==> config.mk <==
export PLATFORM = sky130hd
export DESIGN_NAME = gf180mcu_fd_sc_mcu9t5v0__addf_serial
export DESIGN_NICKNAME = d
export VERILOG_FILES = /design/src/rtl/gf180mcu_fd_sc_mcu9t5v0__addf_serial.sv
export SDC_FILE = /design/constraint.sdc
export NUM_CORES = 1
export LEC_CHECK = 0
export ABC_AREA = 1
export BUFFER_PORTS_ARGS = -buffer_cell sky130_fd_sc_hd__buf_2
export CORE_MARGIN = 1.5
export CORE_UTILIZATION = 35
export DETAILED_ROUTE_END_ITERATION = 7
export SYNTH_ARGS = -nofsm -noshare
export SYNTH_HDL_FRONTEND = slang
export SYNTH_SLANG_ARGS = --single-unit
export TNS_END_PERCENT = 20
==> constraint.sdc <==
create_clock -name CLK -period 1.95 [get_ports CLK]
set_input_delay 0.39 -clock CLK [delete_from_list [all_inputs] [get_ports CLK]]
set_output_delay 0.39 -clock CLK [all_outputs]
set_load 0.02 [all_outputs]
==> src/rtl/gf180mcu_fd_sc_mcu9t5v0__addf_serial.sv <==
// Bit-serial adder: one full-adder slice consumes an operand bit pair per clock, LSB first,
// with valid/ready handshakes on the operand and result sides.

module gf180mcu_fd_sc_mcu9t5v0__addf_serial_slice (
  input  logic A,
  input  logic B,
  input  logic CI,
  output logic S,
  output logic CO
);
  assign S  = A ^ B ^ CI;
  assign CO = (A & B) | (CI & (A ^ B));
endmodule

module gf180mcu_fd_sc_mcu9t5v0__addf_serial #(
  parameter int WIDTH = 8
) (
  input  logic             CLK,
  input  logic             RN,
  input  logic             IN_VALID,
  output logic             IN_READY,
  input  logic [WIDTH-1:0] A,
  input  logic [WIDTH-1:0] B,
  input  logic             CI,
  output logic             OUT_VALID,
  input  logic             OUT_READY,
  output logic [WIDTH-1:0] S,
  output logic             CO
);
  localparam int CW = $clog2(WIDTH);
  localparam logic [CW-1:0] CNT_LAST = CW'(WIDTH - 1);

  localparam logic [1:0] ST_IDLE = 2'd0;
  localparam logic [1:0] ST_RUN  = 2'd1;
  localparam logic [1:0] ST_DONE = 2'd2;

  logic [1:0]       state_q, state_d;
  logic [WIDTH-1:0] a_sh_q, a_sh_d;
  logic [WIDTH-1:0] b_sh_q, b_sh_d;
  logic [WIDTH-1:0] s_sh_q, s_sh_d;
  logic [WIDTH-1:0] s_q, s_d;
  logic             co_q, co_d;
  logic             carry_q, carry_d;
  logic [CW-1:0]    cnt_q, cnt_d;
  logic             sum_bit_s;
  logic             co_bit_s;

  gf180mcu_fd_sc_mcu9t5v0__addf_serial_slice u_addf (
    .A  (a_sh_q[0]),
    .B  (b_sh_q[0]),
    .CI (carry_q),
    .S  (sum_bit_s),
    .CO (co_bit_s)
  );

  // Handshake flags come straight off the state register, never from inputs.
  assign IN_READY  = (state_q == ST_IDLE);
  assign OUT_VALID = (state_q == ST_DONE);
  assign S         = s_q;
  assign CO        = co_q;

  // Next-state and datapath: load on accept, shift one bit per RUN cycle, publish on the last bit.
  always_comb begin
    state_d = state_q;
    a_sh_d  = a_sh_q;
    b_sh_d  = b_sh_q;
    s_sh_d  = s_sh_q;
    s_d     = s_q;
    co_d    = co_q;
    carry_d = carry_q;
    cnt_d   = cnt_q;
    case (state_q)
      ST_IDLE: begin
        if (IN_VALID) begin
          a_sh_d  = A;
          b_sh_d  = B;
          carry_d = CI;
          cnt_d   = '0;
          state_d = ST_RUN;
        end else begin
          state_d = ST_IDLE;
        end
      end
      ST_RUN: begin
        s_sh_d  = {sum_bit_s, s_sh_q[WIDTH-1:1]};
        carry_d = co_bit_s;
        a_sh_d  = {1'b0, a_sh_q[WIDTH-1:1]};
        b_sh_d  = {1'b0, b_sh_q[WIDTH-1:1]};
        cnt_d   = cnt_q + CW'(1);
        if (cnt_q == CNT_LAST) begin
          // The final bit is still in flight, so take it from the slice, not from s_sh_q.
          s_d     = {sum_bit_s, s_sh_q[WIDTH-1:1]};
          co_d    = co_bit_s;
          state_d = ST_DONE;
        end else begin
          state_d = ST_RUN;
        end
      end
      ST_DONE: begin
        if (OUT_READY) begin
          state_d = ST_IDLE;
        end else begin
          state_d = ST_DONE;
        end
      end
      default: begin
        state_d = ST_IDLE;
      end
    endcase
  end

  // State and datapath registers; reset aborts any operation in flight.
  always_ff @(posedge CLK or negedge RN) begin
    if (!RN) begin
      state_q <= ST_IDLE;
      a_sh_q  <= '0;
      b_sh_q  <= '0;
      s_sh_q  <= '0;
      s_q     <= '0;
      co_q    <= 1'b0;
      carry_q <= 1'b0;
      cnt_q   <= '0;
    end else begin
      state_q <= state_d;
      a_sh_q  <= a_sh_d;
      b_sh_q  <= b_sh_d;
      s_sh_q  <= s_sh_d;
      s_q     <= s_d;
      co_q    <= co_d;
      carry_q <= carry_d;
      cnt_q   <= cnt_d;
    end
  end
endmodule
; Word level (Yosys, flattened, before mapping)
; Cells that the tools add are included.
[op_classes]
add_sub_neg = 1
n_eq_ne = 4
muxes = 12
bitwise_logic = 5
n_reduce_logical = 4
[ops]
columns = op, count
row1 = 8-bit one-hot mux with 2 select lines, 2
row2 = 8-bit 2-to-1 mux, 2
row3 = 2-bit one-hot mux with 3 select lines, 1
row4 = 3-bit one-hot mux with 2 select lines, 1
row5 = 2-bit 2-to-1 mux, 2
row6 = 2-bit AND reduction, 2
row7 = "3-bit by 1-bit adder with 3-bit output, second input constant", 1
row8 = "3-bit == test, second input constant", 1
row9 = 3-bit 2-to-1 mux, 1
row10 = 1-bit bitwise AND, 2
row11 = "2-bit by 1-bit == test with 1-bit output, second input constant", 1
row12 = "2-bit == test, second input constant", 1
row13 = 2-bit zero test, 1
row14 = 1-bit 2-to-1 mux, 2
row15 = "2-bit inequality test, second input constant", 1
row16 = 1-bit one-hot mux with 2 select lines, 1
row17 = 2-bit nonzero test, 1
row18 = 1-bit XOR, 2
row19 = 1-bit bitwise OR, 1
[totals]
register_bits = 39
inputBits = 21
output_inout_bits = 11
word_cells = 34

; Depth between registers and ports, before layout
[logic_depth]
depth_word = 4
ltp_mapped = 7
ltp_nobuf = 6

; Cells and area by module
; A second synthesis with hierarchy kept.
[unflattened]
hier_cells = 207
area_unflattened_um2 = 1689.1
[by_module_without_submodules]
columns = module, n_inst, cells_each, area_per_inst_um2, seq_area_each_um2
row1 = gf180mcu_fd_sc_mcu9t5v0__addf_serial, 1, 206, 1669.1, 950.9
row2 = gf180mcu_fd_sc_mcu9t5v0__addf_serial_slice, 1, 1, 20.0, 0.0

; Least setup slack after synthesis
; Ideal clock, no wire load.
[synth_path]
path_kind = reg2out
from = register state_q[1]
to = output OUT_VALID
arrival_ps = 1000
required_time_ps = 1560
path_slack_ps = 560
stages_incl_launch_ff = 5
path_buffers = 2
cell_sequence = dfrtp_1 > inv_1 > buf_2 > buf_4 > nor2_1
[synth_via]
elab_chain_cells = 1
[synth_rtl]
columns = element, line
row1 = start: declaration, 37  ; logic [1:0] state_q, state_d;
row2 = start signal: assignment, 124  ; state_q <= state_d;
row3 = 2-bit == test, 58  ; assign OUT_VALID = (state_q == ST_DONE);
row4 = end: declaration, 25  ; output logic OUT_VALID,
; Every way passes these cells.

; Worst setup path in the final report
[layout_path]
from = register state_q[0]
to = output IN_READY
[layout_via]
elab_chain_cells = 1
[layout_rtl]
columns = element, line
row1 = 2-bit zero test, 57  ; assign IN_READY = (state_q == ST_IDLE);
row2 = end: declaration, 21  ; output logic IN_READY,
; Every way passes these cells.

==> impl_metrics.json <==
{
  "worst_pin_slew_ns": 0.472,
  "final_cells": 294,
  "path_cells": "nor2_1 -> buf_2",
  "fp.coreArea_sq_um": 4690,
  "synth_async_sr_flop_share": 1.00,
  "rsz0062_at_grt": "no",
  "crit_type": "flop to output pin",
  "timing.fmax_mhz": 596,
  "worstPathMaxFanout": 15,
  "viasPerCell": 4.56,
  "whs_ns": 0.0433,
  "timing.rr.end": "a_sh_q[5]$_DFFE_PN0P_",
  "clk_pin_slew_worst_paths_ns": 0.07,
  "gp_congestion": 0.756,
  "clk_path_buf_depth": 2,
  "final_nets": 264,
  "ir_worst_vdd_uv": 420,
  "synth_ff_type": "dfrtp_1",
  "period_share": 0.861,
  "dp_cells": 287,
  "hold_buffers": 0,
  "syn_nets": 231,
  "cts_sinks": 38,
  "rr_worst_depth": 4,
  "start_util": 0.360,
  "firstDrtPassIters": 4,
  "syn_area_sq_um": 1690,
  "yosysUniqueCellTypes": 14,
  "grt_overflow": 0,
  "r2r-start": "state_q[0]$_DFF_PN0_",
  "postRouteAntennaNets": 0,
  "tns_ns": 0,
  "worst_setup_path_start_kind": "flop",
  "yosysSeqAreaShare": 0.563,
  "post-place-ws_ns": 0.551,
  "regArea_sq_um": 951,
  "post_cts_buffers": 0,
  "synth_top_cell_by_area": "dfrtp_1",
  "cp_slowest_cell": "dfrtp_1",
  "synth_most_common_cell": "nand2_1",
  "htree_levels": 2,
  "die_x_microns": 72.5,
  "area_delta_synth_final_pct": 17.9,
  "die-area_sq_um": 5250,
  "antenna_found_initial": 0,
  "hold_violations": 0,
  "cp.arrival_ns": 1.29,
  "fp.dieH_microns": 72.5,
  "ys_warn_count": 0,
  "slew_viol_final": 0,
  "p_per_area_nw_per_um2": 1530,
  "drc": 0,
  "rows": 25,
  "synth_top_cell_area_share": 0.563,
  "initialDrtViolationCount": 101,
  "cts_resized": 0,
  "grt_pass1_vias": 1264,
  "multi_input_area_sq_um": 643,
  "setup_viol_count_final": 0,
  "final_cell_area_sq_um": 1990,
  "slowest_delay_ns": 0.54,
  "period_needed_ns": 1.68,
  "vias": 1342,
  "synth_top_cells_by_area": "dfrtp_1, nand2_1, nand3_1, o21ai_0, inv_1",
  "synth_common_cells": "nand2_1, dfrtp_1, nand3_1, o21ai_0, inv_1",
  "grt_max_degree": 21,
  "path_buf_inv": 1,
  "cp-end-kind": "output pin",
  "setup_ws_ns": 0.272,
  "worstHoldPathType": "input port to asynchronous set/reset pin",
  "cp_top_family": "flip-flops",
  "numCtsBuffers": 5,
  "grt_pass1_wl_microns": 5730,
  "r2r_slack_ns": 0.56,
  "port_buffers": 31,
  "num_io_pins": 32,
  "worstPathRequired_ns": 1.56,
  "maxSlewHeadroom": 0.685,
  "synth_edf_count": 0,
  "dp_hpwl_microns": 2230,
  "dpl_cell_area_sq_um": 1920,
  "clock_latency_ns": 0.29,
  "cts_tree": "done",
  "antennaDiodeCount": 0,
  "p_leak_nw": 1.10,
  "syn_area_per_cell_sq_um": 8.16,
  "synth-seq-cells": 38,
  "wl_per_cell_microns": 11.4,
  "syn_inst": 207,
  "drv_cap": 0,
  "wl_microns": 3340,
  "fin_worst_skew_ns": 0.00354,
  "status": "completed",
  "n_fill_cell": 476,
  "drive_above_1_share": 0.179,
  "track_usage": 0.144,
  "cts_root_buf": "clkbuf_8"
}
## worst max-delay path by stage
stage	startpoint	to	slack [ns]	depth (start not counted)
2_1_floorplan	state_q[1]$_DFF_PN0_	OUT_VALID	0.56	4
3_3_place_gp	state_q[0]$_DFF_PN0_	b_sh_q[4]$_DFFE_PN0P_	0.58	4
3_5_place_dp	state_q[0]$_DFF_PN0_	a_sh_q[5]$_DFFE_PN0P_	0.55	4
4_1_cts	state_q[0]$_DFF_PN0_	IN_READY	0.25	2
5_1_grt	state_q[0]$_DFF_PN0_	IN_READY	0.16	2
6_report	state_q[0]$_DFF_PN0_	IN_READY	0.27	2
## final cells by class
type / instances / area share
well taps: 54 / 0.0339
multi-input cells: 147 / 0.323
flip-flops and latches: 38 / 0.477
inverters: 11 / 0.0207
clock buffers: 7 / 0.0383
repair buffers: 37 / 0.107
## power breakdown
group          leakage, nW  internal (mW)  switching (mW)  total, mW
registers            0.486           1.13           0.201       1.33
logic                0.578          0.445           0.765       1.21
clock network       0.0383          0.246           0.256      0.502
total                 1.10           1.82            1.22       3.04
## cells by family (layout without fill, tap and decap cells)
kind of cell	count (synthesis)	after routing	synth area share
adders and majority gates	3	3	0.0267
DFF	38	38	0.563
AOI/OAI and AO/OA	20	20	0.0607
and+or+nand+nor	124	124	0.293
buffers and inverters	22	55	0.0563
## per-stage QoR
step                       util  total power [mW]
after floorplan               -              2.21
final                     0.425              3.04
after global placement    0.408              2.55
after global routing      0.425              3.34
after CTS                 0.425              3.09
after detailed placement  0.408              2.57
## cells in the final DEF (no fill, tap or decap)
master    netlist  routed
ha_1            2       2
o21ai_0        18      18
nand3_2         1       1
clkbuf_1        3       2
dfrtp_1        38      38
clkbuf_8        0       5
nand2_1       102     102
fa_1            1       1
buf_4           1       5
o31ai_1         1       1
buf_12          0       1
o21ai_1         1       1
nand3_1        19      19
inv_1          11      11
nor2_1          2       2
buf_2           7      31
## routing by layer
metal	up-vias	routed length (microns)	global-route usage
met2	19	1540	0.222
met5	-	0	0
met4	0	72	0.0818
li1	710	-	-
met3	7	89	0.0236
met1	606	1640	0.192
## sequential cells by signal, indices dropped and copies added, names as in the netlist
register / count
s_sh_q: 7
state_q: 2
b_sh_q: 8
a_sh_q: 8
carry_q: 1
cnt_q: 3
S: 8
CO: 1
Note: power is estimated with default switching activity, not from simulation.
